<file path="config.mk">
export PLATFORM = sky130hd
export DESIGN_NAME = ex_stage_module
export DESIGN_NICKNAME = d
export VERILOG_FILES = /design/src/rtl/ex_stage_module.sv
export SDC_FILE = /design/constraint.sdc
export NUM_CORES = 1
export LEC_CHECK = 0
export CORE_ASPECT_RATIO = 1.75
export CORE_MARGIN = 8
export CORE_UTILIZATION = 50
export DETAILED_ROUTE_END_ITERATION = 10
export PLACE_DENSITY = 0.81
export SYNTH_ARGS = -nofsm -noshare
export SYNTH_HDL_FRONTEND = slang
export SYNTH_SLANG_ARGS = --single-unit
</file>
<file path="constraint.sdc">
create_clock -name clk -period 4.37 [get_ports clk]
set_clock_uncertainty 0.15 [all_clocks]
set_input_delay 0.6555 -clock clk [delete_from_list [all_inputs] [get_ports clk]]
set_output_delay 0.6555 -clock clk [all_outputs]
set_load 0.02 [all_outputs]
</file>
<file path="src/rtl/ex_stage_module.sv">
// Execute stage: operand forwarding, shifter operand, ALU with NZCV, branch target and EX/MEM register.
// Optional macro EXEC_FORWARDING_EN enables the sel_src_1/sel_src_2 forwarding muxes.
module ex_stage_module #(
  parameter int ADDR_W = 32,
  parameter int DATA_W = 32,
  parameter int REG_AW = 4,
  parameter int SR_W   = 4
) (
  input  logic              clk,
  input  logic              rst,
  input  logic              freeze,
  input  logic              wb_en_in,
  input  logic              mem_r_en_in,
  input  logic              mem_w_en_in,
  input  logic              b_in,
  input  logic              s_in,
  input  logic [3:0]        exec_cmd,
  input  logic [ADDR_W-1:0] pc_in,
  input  logic [DATA_W-1:0] val_r_n,
  input  logic [DATA_W-1:0] val_r_m,
  input  logic              imm,
  input  logic [11:0]       shift_operand,
  input  logic [23:0]       signed_imm_24,
  input  logic [REG_AW-1:0] dest_in,
  input  logic [1:0]        sel_src_1,
  input  logic [1:0]        sel_src_2,
  input  logic [DATA_W-1:0] fwd_mem_val,
  input  logic [DATA_W-1:0] fwd_wb_val,
  output logic              branch_taken,
  output logic [ADDR_W-1:0] branch_address,
  output logic [SR_W-1:0]   status_reg_out,
  output logic              wb_en_out,
  output logic              mem_r_en_out,
  output logic              mem_w_en_out,
  output logic [DATA_W-1:0] alu_result,
  output logic [DATA_W-1:0] store_val,
  output logic [REG_AW-1:0] dest_out
);

  localparam logic [3:0] CMD_MOV = 4'b0001;
  localparam logic [3:0] CMD_MVN = 4'b1001;
  localparam logic [3:0] CMD_ADD = 4'b0010;
  localparam logic [3:0] CMD_ADC = 4'b0011;
  localparam logic [3:0] CMD_SUB = 4'b0100;
  localparam logic [3:0] CMD_SBC = 4'b0101;
  localparam logic [3:0] CMD_AND = 4'b0110;
  localparam logic [3:0] CMD_ORR = 4'b0111;
  localparam logic [3:0] CMD_EOR = 4'b1000;

  logic [DATA_W-1:0] op_a;
  logic [DATA_W-1:0] op_b;
  logic [DATA_W-1:0] val2;
  logic [4:0]        shift_amt;
  logic [DATA_W-1:0] add_b;
  logic              add_cin;
  logic [DATA_W:0]   sum;
  logic [DATA_W-1:0] result;
  logic              flag_c;
  logic              flag_v;
  logic              cmd_known;
  logic [SR_W-1:0]   nzcv_next;
  logic [SR_W-1:0]   sr_q;

  function automatic logic [DATA_W-1:0] ror_data(input logic [DATA_W-1:0] v, input logic [4:0] amt);
    logic [2*DATA_W-1:0] d;
    d = {v, v} >> amt;
    return d[DATA_W-1:0];
  endfunction

`ifdef EXEC_FORWARDING_EN
  // Select 11 is treated like 00 so an undefined encoding never picks stale data.
  always_comb begin
    case (sel_src_1)
      2'b01:   op_a = fwd_mem_val;
      2'b10:   op_a = fwd_wb_val;
      default: op_a = val_r_n;
    endcase
    case (sel_src_2)
      2'b01:   op_b = fwd_mem_val;
      2'b10:   op_b = fwd_wb_val;
      default: op_b = val_r_m;
    endcase
  end
`else
  logic unused_fwd;
  assign op_a       = val_r_n;
  assign op_b       = val_r_m;
  assign unused_fwd = ^{sel_src_1, sel_src_2, fwd_mem_val, fwd_wb_val};
`endif

  always_comb begin
    shift_amt = shift_operand[11:7];
    val2      = op_b;
    if (imm) begin
      val2 = ror_data({{(DATA_W-8){1'b0}}, shift_operand[7:0]}, {shift_operand[11:8], 1'b0});
    end else if (mem_r_en_in || mem_w_en_in) begin
      val2 = {{(DATA_W-12){1'b0}}, shift_operand};
    end else if (shift_amt != 5'd0) begin
      case (shift_operand[6:5])
        2'b00:   val2 = op_b << shift_amt;
        2'b01:   val2 = op_b >> shift_amt;
        2'b10:   val2 = DATA_W'($signed(op_b) >>> shift_amt);
        default: val2 = ror_data(op_b, shift_amt);
      endcase
    end
  end

  // Subtraction is A + ~B + cin, so carry-out directly means "no borrow".
  always_comb begin
    add_b   = val2;
    add_cin = 1'b0;
    case (exec_cmd)
      CMD_ADC: add_cin = sr_q[1];
      CMD_SUB: begin
        add_b   = ~val2;
        add_cin = 1'b1;
      end
      CMD_SBC: begin
        add_b   = ~val2;
        add_cin = sr_q[1];
      end
      default: add_cin = 1'b0;
    endcase
    sum = {1'b0, op_a} + {1'b0, add_b} + {{DATA_W{1'b0}}, add_cin};
  end

  always_comb begin
    result    = '0;
    flag_c    = sr_q[1];
    flag_v    = sr_q[0];
    cmd_known = 1'b1;
    case (exec_cmd)
      CMD_MOV: result = val2;
      CMD_MVN: result = ~val2;
      CMD_ADD, CMD_ADC, CMD_SUB, CMD_SBC: begin
        result = sum[DATA_W-1:0];
        flag_c = sum[DATA_W];
        flag_v = (op_a[DATA_W-1] == add_b[DATA_W-1]) && (sum[DATA_W-1] != op_a[DATA_W-1]);
      end
      CMD_AND: result = op_a & val2;
      CMD_ORR: result = op_a | val2;
      CMD_EOR: result = op_a ^ val2;
      default: cmd_known = 1'b0;
    endcase
    nzcv_next = sr_q;
    if (cmd_known) begin
      nzcv_next = {result[DATA_W-1], (result == '0), flag_c, flag_v};
    end
  end

  assign branch_taken   = b_in;
  assign branch_address = pc_in + {{(ADDR_W-26){signed_imm_24[23]}}, signed_imm_24, 2'b00};
  assign status_reg_out = sr_q;

  always_ff @(posedge clk or negedge rst) begin
    if (!rst) begin
      sr_q <= '0;
    end else if (s_in && !freeze) begin
      sr_q <= nzcv_next;
    end
  end

  always_ff @(posedge clk or negedge rst) begin
    if (!rst) begin
      wb_en_out    <= 1'b0;
      mem_r_en_out <= 1'b0;
      mem_w_en_out <= 1'b0;
      alu_result   <= '0;
      store_val    <= '0;
      dest_out     <= '0;
    end else if (!freeze) begin
      wb_en_out    <= wb_en_in;
      mem_r_en_out <= mem_r_en_in;
      mem_w_en_out <= mem_w_en_in;
      alu_result   <= result;
      store_val    <= op_b;
      dest_out     <= dest_in;
    end
  end

endmodule

</file>
==> run_results.csv, run 1 <==
group,metric,value,unit
outcome,outcome,"stopped before the end",
outcome,haltStage,"5_1_grt",
outcome,tool.error,"[ERROR GRT-0116] Global routing finished with congestion. Check the congestion regions in the DRC Viewer.",
synthesis,yosysSeqAreaShare,11.2,%
place,hpwl,73.8,mm
synthesis,yosysUniqueCellTypes,99,
clock_network,clockBufferDepth,2,
clock_network,cts_root_buf,"clkbuf_16",
place,placed_cell_area,24700,um2
grt,grt_util_all_layers,68.1,%
synthesis,syn-num-nets,2467,
grt,grt_overflow,916,
grt,grt_pass1_vias,30962,
clock_network,h-tree-depth,3,
floorplan,num_rows,89,
synthesis,synth_flop_cell,"dfrtp_1",
synthesis,synth-edff-count,0,
grt,grt_max_degree,79,
grt,grt_pass1_wl,214,mm
synthesis,syn_inst,2120,
place,place_inst,3332,
floorplan,die-height,258,um
place,portBuffers,250,
clock_network,cts-buffers-inserted,9,
clock_network,holdBufCountCts,0,
synthesis,avgSynthCellArea,7.92,um2
synthesis,yosysWarnings,0,
floorplan,io_pins,325,
floorplan,initial_core_util,50.3,%
synthesis,synthArstFlopShare,100,%
place,pre_cts_ws,-1.90,ns
clock_network,clock_sinks,75,
floorplan,die_w,155,um
place,gp_congestion,1.52,
synthesis,syn_area,16800,um2
synthesis,synth.ff_latch_count,75,
[what timing repair did]
action | in CTS
gates resized for setup | 482
setup buffers | 104
cloned | 6
endpoints found under the setup margin | 52
pin swaps | 143
[metrics by stage]
step / util [%] / TNS, ns
2_1_floorplan: - / -8.23
3_3_place_gp: 74.0 / -45.42
3_5_place_dp: 74.0 / -51.52
4_1_cts: 81.5 / -15.55
[synthesized netlist by cell type, types with 27 or more instances]
library cell | n | area (um2)
mux2_2 | 87 | 980
a211oi_1 | 42 | 315
clkbuf_1 | 104 | 390
o211ai_1 | 38 | 285
inv_1 | 95 | 357
buf_2 | 38 | 190
xor2_1 | 33 | 289
a31oi_1 | 35 | 219
o22ai_1 | 36 | 225
mux4_2 | 58 | 1310
o21ai_0 | 122 | 611
dfrtp_1 | 75 | 1880
nand3_1 | 47 | 235
a21oi_1 | 125 | 626
mux2i_1 | 124 | 1240
nor3_1 | 34 | 170
xnor2_1 | 58 | 508
nand2b_1 | 31 | 194
ha_1 | 127 | 1590
nor2_1 | 139 | 522
nand2_1 | 185 | 694
a21o_1 | 27 | 203
[logic make-up after synthesis]
logic type,synth area share [%]
AO/OA/AOI/OAI,27.0
AND/OR/NAND/NOR,16.8
buffers and inverters,8.62
multiplexers,21.8
adder cells (fa/ha/maj),9.82
XOR/XNOR,4.74
flip-flops,11.2
[layer usage]
layer	overflow	global-route usage [%]
met3	14	52.8
met1	12	63.3
met2	622	88.3
met5	4	30.2
met4	264	69.8
==> run 2: changes to the inputs <==
Settings changed: CORE_ASPECT_RATIO 1.75 to not set, CORE_UTILIZATION 50 to 40, PLACE_DENSITY 0.81 to not set, PLACE_DENSITY_LB_ADDON set to 0.15.
Clock period 4.37 ns to 5.7 ns, I/O delays scaled along.
==> run 2 against run 1 <==
  * The flow now finishes, with violations (setup timing)
  * Synthesized area did not move
  * Synthesized cell count did not move
==> run_results.csv, run 2 <==
group,metric,value,unit
outcome,outcome,"finished with violations",
outcome,violations,"setup timing",
finish,final_cells,3516,
clock_network,clk_latency,0.39,ns
place,gp_congestion,1.11,
synthesis,synth.most_common_cell,"nand2_1",
grt,grt_util_all_layers,41.8,%
timing,holdWs,0.152,ns
place,hpwl,84.8,mm
finish,nNetsFinal,3313,
synthesis,synth-edff-count,0,
setup_path,worst_ep_required_time,5.88,ns
floorplan,die_w,221,um
synthesis,yosysTopAreaCell,"dfrtp_1",
timing,relSlewSlack,28.5,%
finish,layout_common_cells,"726 x buf_4, 200 x clkdlybuf4s50_1, 178 x nand2_1",
clock_network,cts_tree,"built",
timing,hold_viol_final,0,
grt,grt_pass1_vias,22828,
floorplan,core,41700,um2
synthesis,syn_area,16800,um2
grt,grt_max_degree,63,
timing,fin_crit,5.94,ns
power_and_ir_drop,seq_power_share,14.2,%
timing,setup_viol,2,
clock_network,clock_sinks,75,
detailed_routing,vias,23085,
grt,grt_pass1_wl,154,mm
timing,tightest_slew,1.07,ns
synthesis,synth.ff_latch_count,75,
detailed_routing,drc,0,
setup_path,reg2reg_from,"status_reg_out[1]$_DFFE_PN0P_",
floorplan,io_pins,325,
synthesis,yosys-top-cells-count,"185 x nand2_1, 139 x nor2_1, 127 x ha_1, 125 x a21oi_1, 124 x mux2i_1",
clock_network,cts-buffers-inserted,9,
synthesis,synthArstFlopShare,100,%
power_and_ir_drop,leakage,12.1,nW
synthesis,yosysUniqueCellTypes,99,
synthesis,synth_top_area_share,11.2,%
power_and_ir_drop,comb_power_share,71.6,%
setup_path,setup.worst_path.end_class,"flop",
clock_network,h-tree-depth,3,
setup_path,path_max_fanout,12,
synthesis,syn_inst,2120,
setup_path,r2r.worst_path.cells,19,
grt,grt_overflow,0,
detailed_routing,dr.pass1.iters,7,
synthesis,yosysSeqAreaShare,11.2,%
timing,setup_ws,-0.239,ns
flow_run,maxCapViolCount,0,
synthesis,syn-num-nets,2467,
synthesis,avgSynthCellArea,7.92,um2
finish,fillers,3550,
synthesis,synth_flop_cell,"dfrtp_1",
power_and_ir_drop,p_clk_share,14.2,%
timing,max_freq,0.168,GHz
hold_path,hold_class,"in2async",
power_and_ir_drop,p_per_area,169,nW/um2
power_and_ir_drop,switchingPower,0.00204,W
grt,antenna_found_initial,5,
synthesis,yosysWarnings,0,
power_and_ir_drop,p_int,0.00246,W
detailed_routing,via_per_inst,6.57,
place,portBuffers,250,
clock_network,cts_root_buf,"clkbuf_16",
finish,final_layout_size_suffix_gt1_share,39.1,%
place,placed_cell_area,24400,um2
detailed_routing,wl_per_cell,30.9,um
floorplan,die-area,48800,um2
finish,fin_area,26700,um2
timing,grt_setup_unrepaired,"true",
detailed_routing,wirelength,109,mm
finish,final_common_cell,"buf_4",
setup_path,rrSetupSlack,1.36,ns
detailed_routing,ant_nets,0,
power_and_ir_drop,p_sw_share,45.4,%
clock_network,clockBufferDepth,2,
synthesis,ys_top_cells_by_area,"dfrtp_1 11%, ha_1 9.5%, mux4_2 7.8%",
floorplan,initial_core_util,40.3,%
detailed_routing,drtIter0Drc,3063,
floorplan,die-height,221,um
setup_path,crit_path_start_kind,"input pin",
timing,final_max_slew_viol_count,0,
power_and_ir_drop,ir_worst_vdd,211,uV
setup_path,reg2reg_to,"status_reg_out[2]$_DFFE_PN0P_",
timing,finalCritPeriodShare,104,%
floorplan,num_rows,75,
place,pre_cts_ws,-1.09,ns
setup_path,arrival,6.12,ns
finish,top_regs,"alu_result x32, store_val x32",
finish,synthToLayoutAreaGrowth,58.7,%
place,place_inst,3406,
clock_network,clk_pin_slew_worst_paths,0.07,ns
setup_path,crit_type,"in2reg",
-- run 2: cell counts after synthesis --
No cell type changed its count.
-- run 2: cell type report --
class | count | area (um2) | area share (%)
multi-input cells | 1740 | 14400 | 54.1
repair buffers | 1038 | 8970 | 33.6
flip-flops and latches | 75 | 1880 | 7.04
well taps | 539 | 674 | 2.53
inverters | 102 | 385 | 1.45
clock buffers | 10 | 239 | 0.897
clock inverters | 6 | 72.6 | 0.272
diodes | 6 | 15.0 | 0.0563
-- run 2: how the worst max path moves through the flow --
stage,startpoint,endpoint,cells after the start,slack (ns)
floorplan,shift_operand[9],status_reg_out[2]$_DFFE_PN0P_,22,0.04
global placement,shift_operand[8],status_reg_out[2]$_DFFE_PN0P_,22,-1.17
detailed placement,shift_operand[8],status_reg_out[2]$_DFFE_PN0P_,22,-1.09
CTS,val_r_m[28],status_reg_out[2]$_DFFE_PN0P_,27,-0.14
global route,shift_operand[9],status_reg_out[2]$_DFFE_PN0P_,26,-0.31
finish,shift_operand[9],status_reg_out[2]$_DFFE_PN0P_,26,-0.24
-- run 2: worst max-delay path, stage by stage --
cell      delay [ns]
buf_4           0.16
buf_4           0.18
inv_2           0.12
buf_4           0.31
buf_4           0.28
a311oi_1        0.06
o21a_1          0.24
a21oi_1         0.28
nor2_1          0.09
o21ai_2         0.21
xor2_2          0.20
buf_4           0.13
ha_1            0.21
nor2b_1         0.14
o31a_1          0.29
o31a_1          0.33
buf_4           0.17
o211a_1         0.24
nor3_1          0.12
nand3b_1        0.13
o211ai_1        0.17
nor4bb_2        0.38
nand4_1         0.25
nor4_4          0.36
nand4_1         0.12
nand2_1         0.08
-- run 2: per-stage QoR --
step | util [%] | power, W | TNS [ns]
2_1_floorplan | - | 0.00200 | 0
5_1_grt | 63.9 | 0.00466 | -0.412
3_5_place_dp | 58.5 | 0.00348 | -18.35
3_3_place_gp | 58.5 | 0.00343 | -17.25
4_1_cts | 61.2 | 0.00424 | -0.314
6_report | 64.0 | 0.00450 | -0.254
-- run 2: metal layers --
layer  GRT usage (%)  vias to the layer above  wire length (um)
li1                -                     9700                 -
met1            48.3                    11025             38900
met2            65.5                     1813             47500
met3            12.2                      543             12300
met4            30.8                        4             10000
met5               0                        -                28
-- run 2: power groups by stage --
| stage | logic (W) | registers, W | clock network (W) |
|---|---|---|---|
| after CTS | 0.00295 | 0.000638 | 0.000648 |
| after global routing | 0.00334 | 0.000647 | 0.000669 |
| after detailed placement | 0.00283 | 0.000647 | 0 |
| final | 0.00322 | 0.000639 | 0.000640 |
| after global placement | 0.00279 | 0.000642 | 0 |
| after floorplan | 0.00127 | 0.000725 | 0 |
-- run 2: logic make-up after synthesis --
group / after synthesis / share of synthesized area (%)
AOI/OAI and AO/OA: 662 / 27.0
xor gates and xnor gates: 91 / 4.74
adders and majority gates: 130 / 9.82
buffers and inverters: 305 / 8.62
DFF: 75 / 11.2
muxes: 277 / 21.8
and+or+nand+nor: 580 / 16.8
-- run 2: timing repair --
action                     4_1_cts  5_1_grt
gates cloned                     3        3
hold buffers                     0        0
setup buffers                   45       42
pin swaps                       46       80
setup endpoints to repair       30       25
gates resized for setup        148      194
No activity file was read; power rests on OpenSTA's default activity.
==> run 3: changes to the inputs <==
Clock period 5.7 ns to 6.9 ns, I/O delays scaled along.
==> run 3 against run 2 <==
  * The flow now finishes without violations
  * Via count down 8.1%
  * Critical path depth down 2
  * Cell area down 11%
  * Global-route usage down 4.3 points
  * Critical endpoint unchanged
  * Power down 26%
  * Final cell count down 6.6%
  * First-iteration DRC count down 20%
  * Flip-flop and latch count unchanged
  * Setup slack better by 0.39 ns
  * Hold slack better by 0.18 ns
  * Sequential share of layout area up 0.90 points
==> run_results.csv, run 3 (same netlist as run 2, synthesis figures left out) <==
group,metric,value,unit
floorplan,die_w,221,um
detailed_routing,dr.pass1.iters,6,
grt,grt_overflow,0,
power_and_ir_drop,ir_worst_vdd,161,uV
setup_path,path_cells,"clkdlybuf4s50_1, buf_4, mux4_2, mux2_2, a22oi_1, buf_4, o211ai_1, o211ai_2, xnor2_1, ha_1, o21a_1, o31a_1, o31a_1, a21oi_1, buf_4, o21ai_2, a211oi_1, or3_1, o31ai_1, xor2_1, a2111oi_0, buf_4, nand4_1, nand2_1",
detailed_routing,drtIter0Drc,2463,
detailed_routing,wl_per_cell,29.2,um
outcome,outcome,"complete, no violations",
grt,grt_pass1_vias,20783,
detailed_routing,ant_nets,0,
finish,final_common_cell,"buf_4",
finish,synthToLayoutAreaGrowth,40.7,%
finish,layout_common_cells,"554 x buf_4, 242 x clkdlybuf4s50_1, 185 x nand2_1",
setup_path,crit_path_top_delay_cell,"clkdlybuf4s50_1",
timing,grt_setup_unrepaired,"true",
setup_path,max_stage_delay,0.58,ns
clock_network,clk_pin_slew_worst_paths,0.06,ns
timing,setup-tns-final,0,ns
place,pre_cts_ws,-0.367,ns
timing,tightest_slew,0.923,ns
place,place_inst,3264,
timing,fin_crit,6.75,ns
grt,grt_util_all_layers,37.5,%
timing,relSlewSlack,37.7,%
setup_path,worst_ep_required_time,7.07,ns
floorplan,core,41700,um2
setup_path,setup.worst_path.end_class,"flop",
detailed_routing,vias,21223,
grt,antenna_found_initial,2,
floorplan,die-area,48800,um2
finish,final_cells,3284,
detailed_routing,drc,0,
detailed_routing,via_per_inst,6.46,
timing,finalCritPeriodShare,97.8,%
floorplan,io_pins,325,
floorplan,num_rows,75,
power_and_ir_drop,p_per_area,141,nW/um2
setup_path,critPathBufInv,5,
clock_network,cts-buffers-inserted,9,
setup_path,rrSetupSlack,2.17,ns
clock_network,cts_tree,"built",
finish,final_layout_size_suffix_gt1_share,28.7,%
place,portBuffers,250,
place,hpwl,78.6,mm
detailed_routing,wirelength,95.9,mm
floorplan,initial_core_util,40.3,%
power_and_ir_drop,leakage,10.5,nW
setup_path,crit_path_start_kind,"input pin",
setup_path,path_delay_family,"compound AO/OA/AOI/OAI gates",
finish,top_regs,"alu_result x32, store_val x32",
finish,nNetsFinal,3085,
timing,final_max_slew_viol_count,0,
clock_network,clock_sinks,75,
clock_network,cts_root_buf,"clkbuf_16",
timing,setup_ws,0.152,ns
floorplan,die-height,221,um
setup_path,path_max_fanout,5,
flow_run,maxCapViolCount,0,
timing,hold_viol_final,0,
grt,grt_pass1_wl,139,mm
grt,grt_max_degree,59,
hold_path,hold_class,"reg2reg",
power_and_ir_drop,finalPower,0.00334,W
clock_network,clockBufferDepth,2,
timing,max_freq,0.148,GHz
place,gp_congestion,1.08,
clock_network,h-tree-depth,3,
setup_path,crit_top_cell,"buf_4",
setup_path,arrival,6.92,ns
timing,setup_viol,0,
clock_network,clk_latency,0.39,ns
setup_path,crit_type,"in2reg",
## run 3: cell types whose count changed in the layout (fill, tap and decap cells not counted), moves of 16 or more
cell	before	now
clkdlybuf4s50_1	200	242
dlygate4sd2_1	20	0
buf_6	36	1
buf_4	726	554
buf_12	27	11
a21oi_1	105	124
## run 3: power breakdown
part | internal (W) | switching, W | leakage [nW]
logic | 0.00103 | 0.00123 | 9.42
registers | 0.000495 | 0.0000311 | 0.934
clock network | 0.000319 | 0.000233 | 0.156
## run 3: routing by layer
| metal | global-route usage [%] | up-vias | routed length [um] |
|---|---|---|---|
| li1 | - | 9232 | - |
| met1 | 45.6 | 10318 | 36800 |
| met2 | 60.7 | 1345 | 43100 |
| met3 | 7.82 | 326 | 9000 |
| met4 | 22.5 | 2 | 6970 |
| met5 | 0 | - | 13 |
## run 3: path summary, 6_finish.rpt
| check | startpoint | endpoint | cells after the start |
|---|---|---|---|
| worst min register to register | status_reg_out[2]$_DFFE_PN0P_ | status_reg_out[2]$_DFFE_PN0P_ | 2 |
| min in group asynchronous | rst | alu_result[25]$_DFFE_PN0N_ | 1 |
| max in group asynchronous | rst | store_val[6]$_DFFE_PN0N_ | 2 |
| worst min-delay path | status_reg_out[2]$_DFFE_PN0P_ | status_reg_out[2]$_DFFE_PN0P_ | 2 |
| worst max register to register | status_reg_out[1]$_DFFE_PN0P_ | status_reg_out[2]$_DFFE_PN0P_ | 18 |
| worst max-delay path | val_r_m[21] | status_reg_out[2]$_DFFE_PN0P_ | 24 |
## run 3: final cells by class
cell class	count	area (um2)
antenna	2	5.00
clock buffer	9	225
clock inverter	7	98.8
fill	3884	18000
inverter	102	383
multi-input combinational	1740	13600
sequential	75	1880
tap	539	674
timing repair buffer	810	6820
## run 3: timing repair
action / 4_1_cts / 5_1_grt
buffers inserted: 0 / 2
endpoints found under the setup margin: 0 / 5
hold buffers: 0 / 0
gates resized for setup: 0 / 17
endpoints found under the hold margin: 0 / 0
## run 3: through the flow
step                      hold slack, ns  cell area, um2  utilization [%]
after CTS                          0.337           23600             56.5
after detailed placement           0.323           23200             55.8
final                              0.328           23600             56.7
after floorplan                    0.422           16800                -
after global routing               0.353           23600             56.7
after global placement             0.313           23200             55.8
## run 3: worst min-delay path: cells and delay by family, from the launching register on
family,cells,cell delay (ns)
DFF,1,0.35
and+or+nand+nor,2,0.10
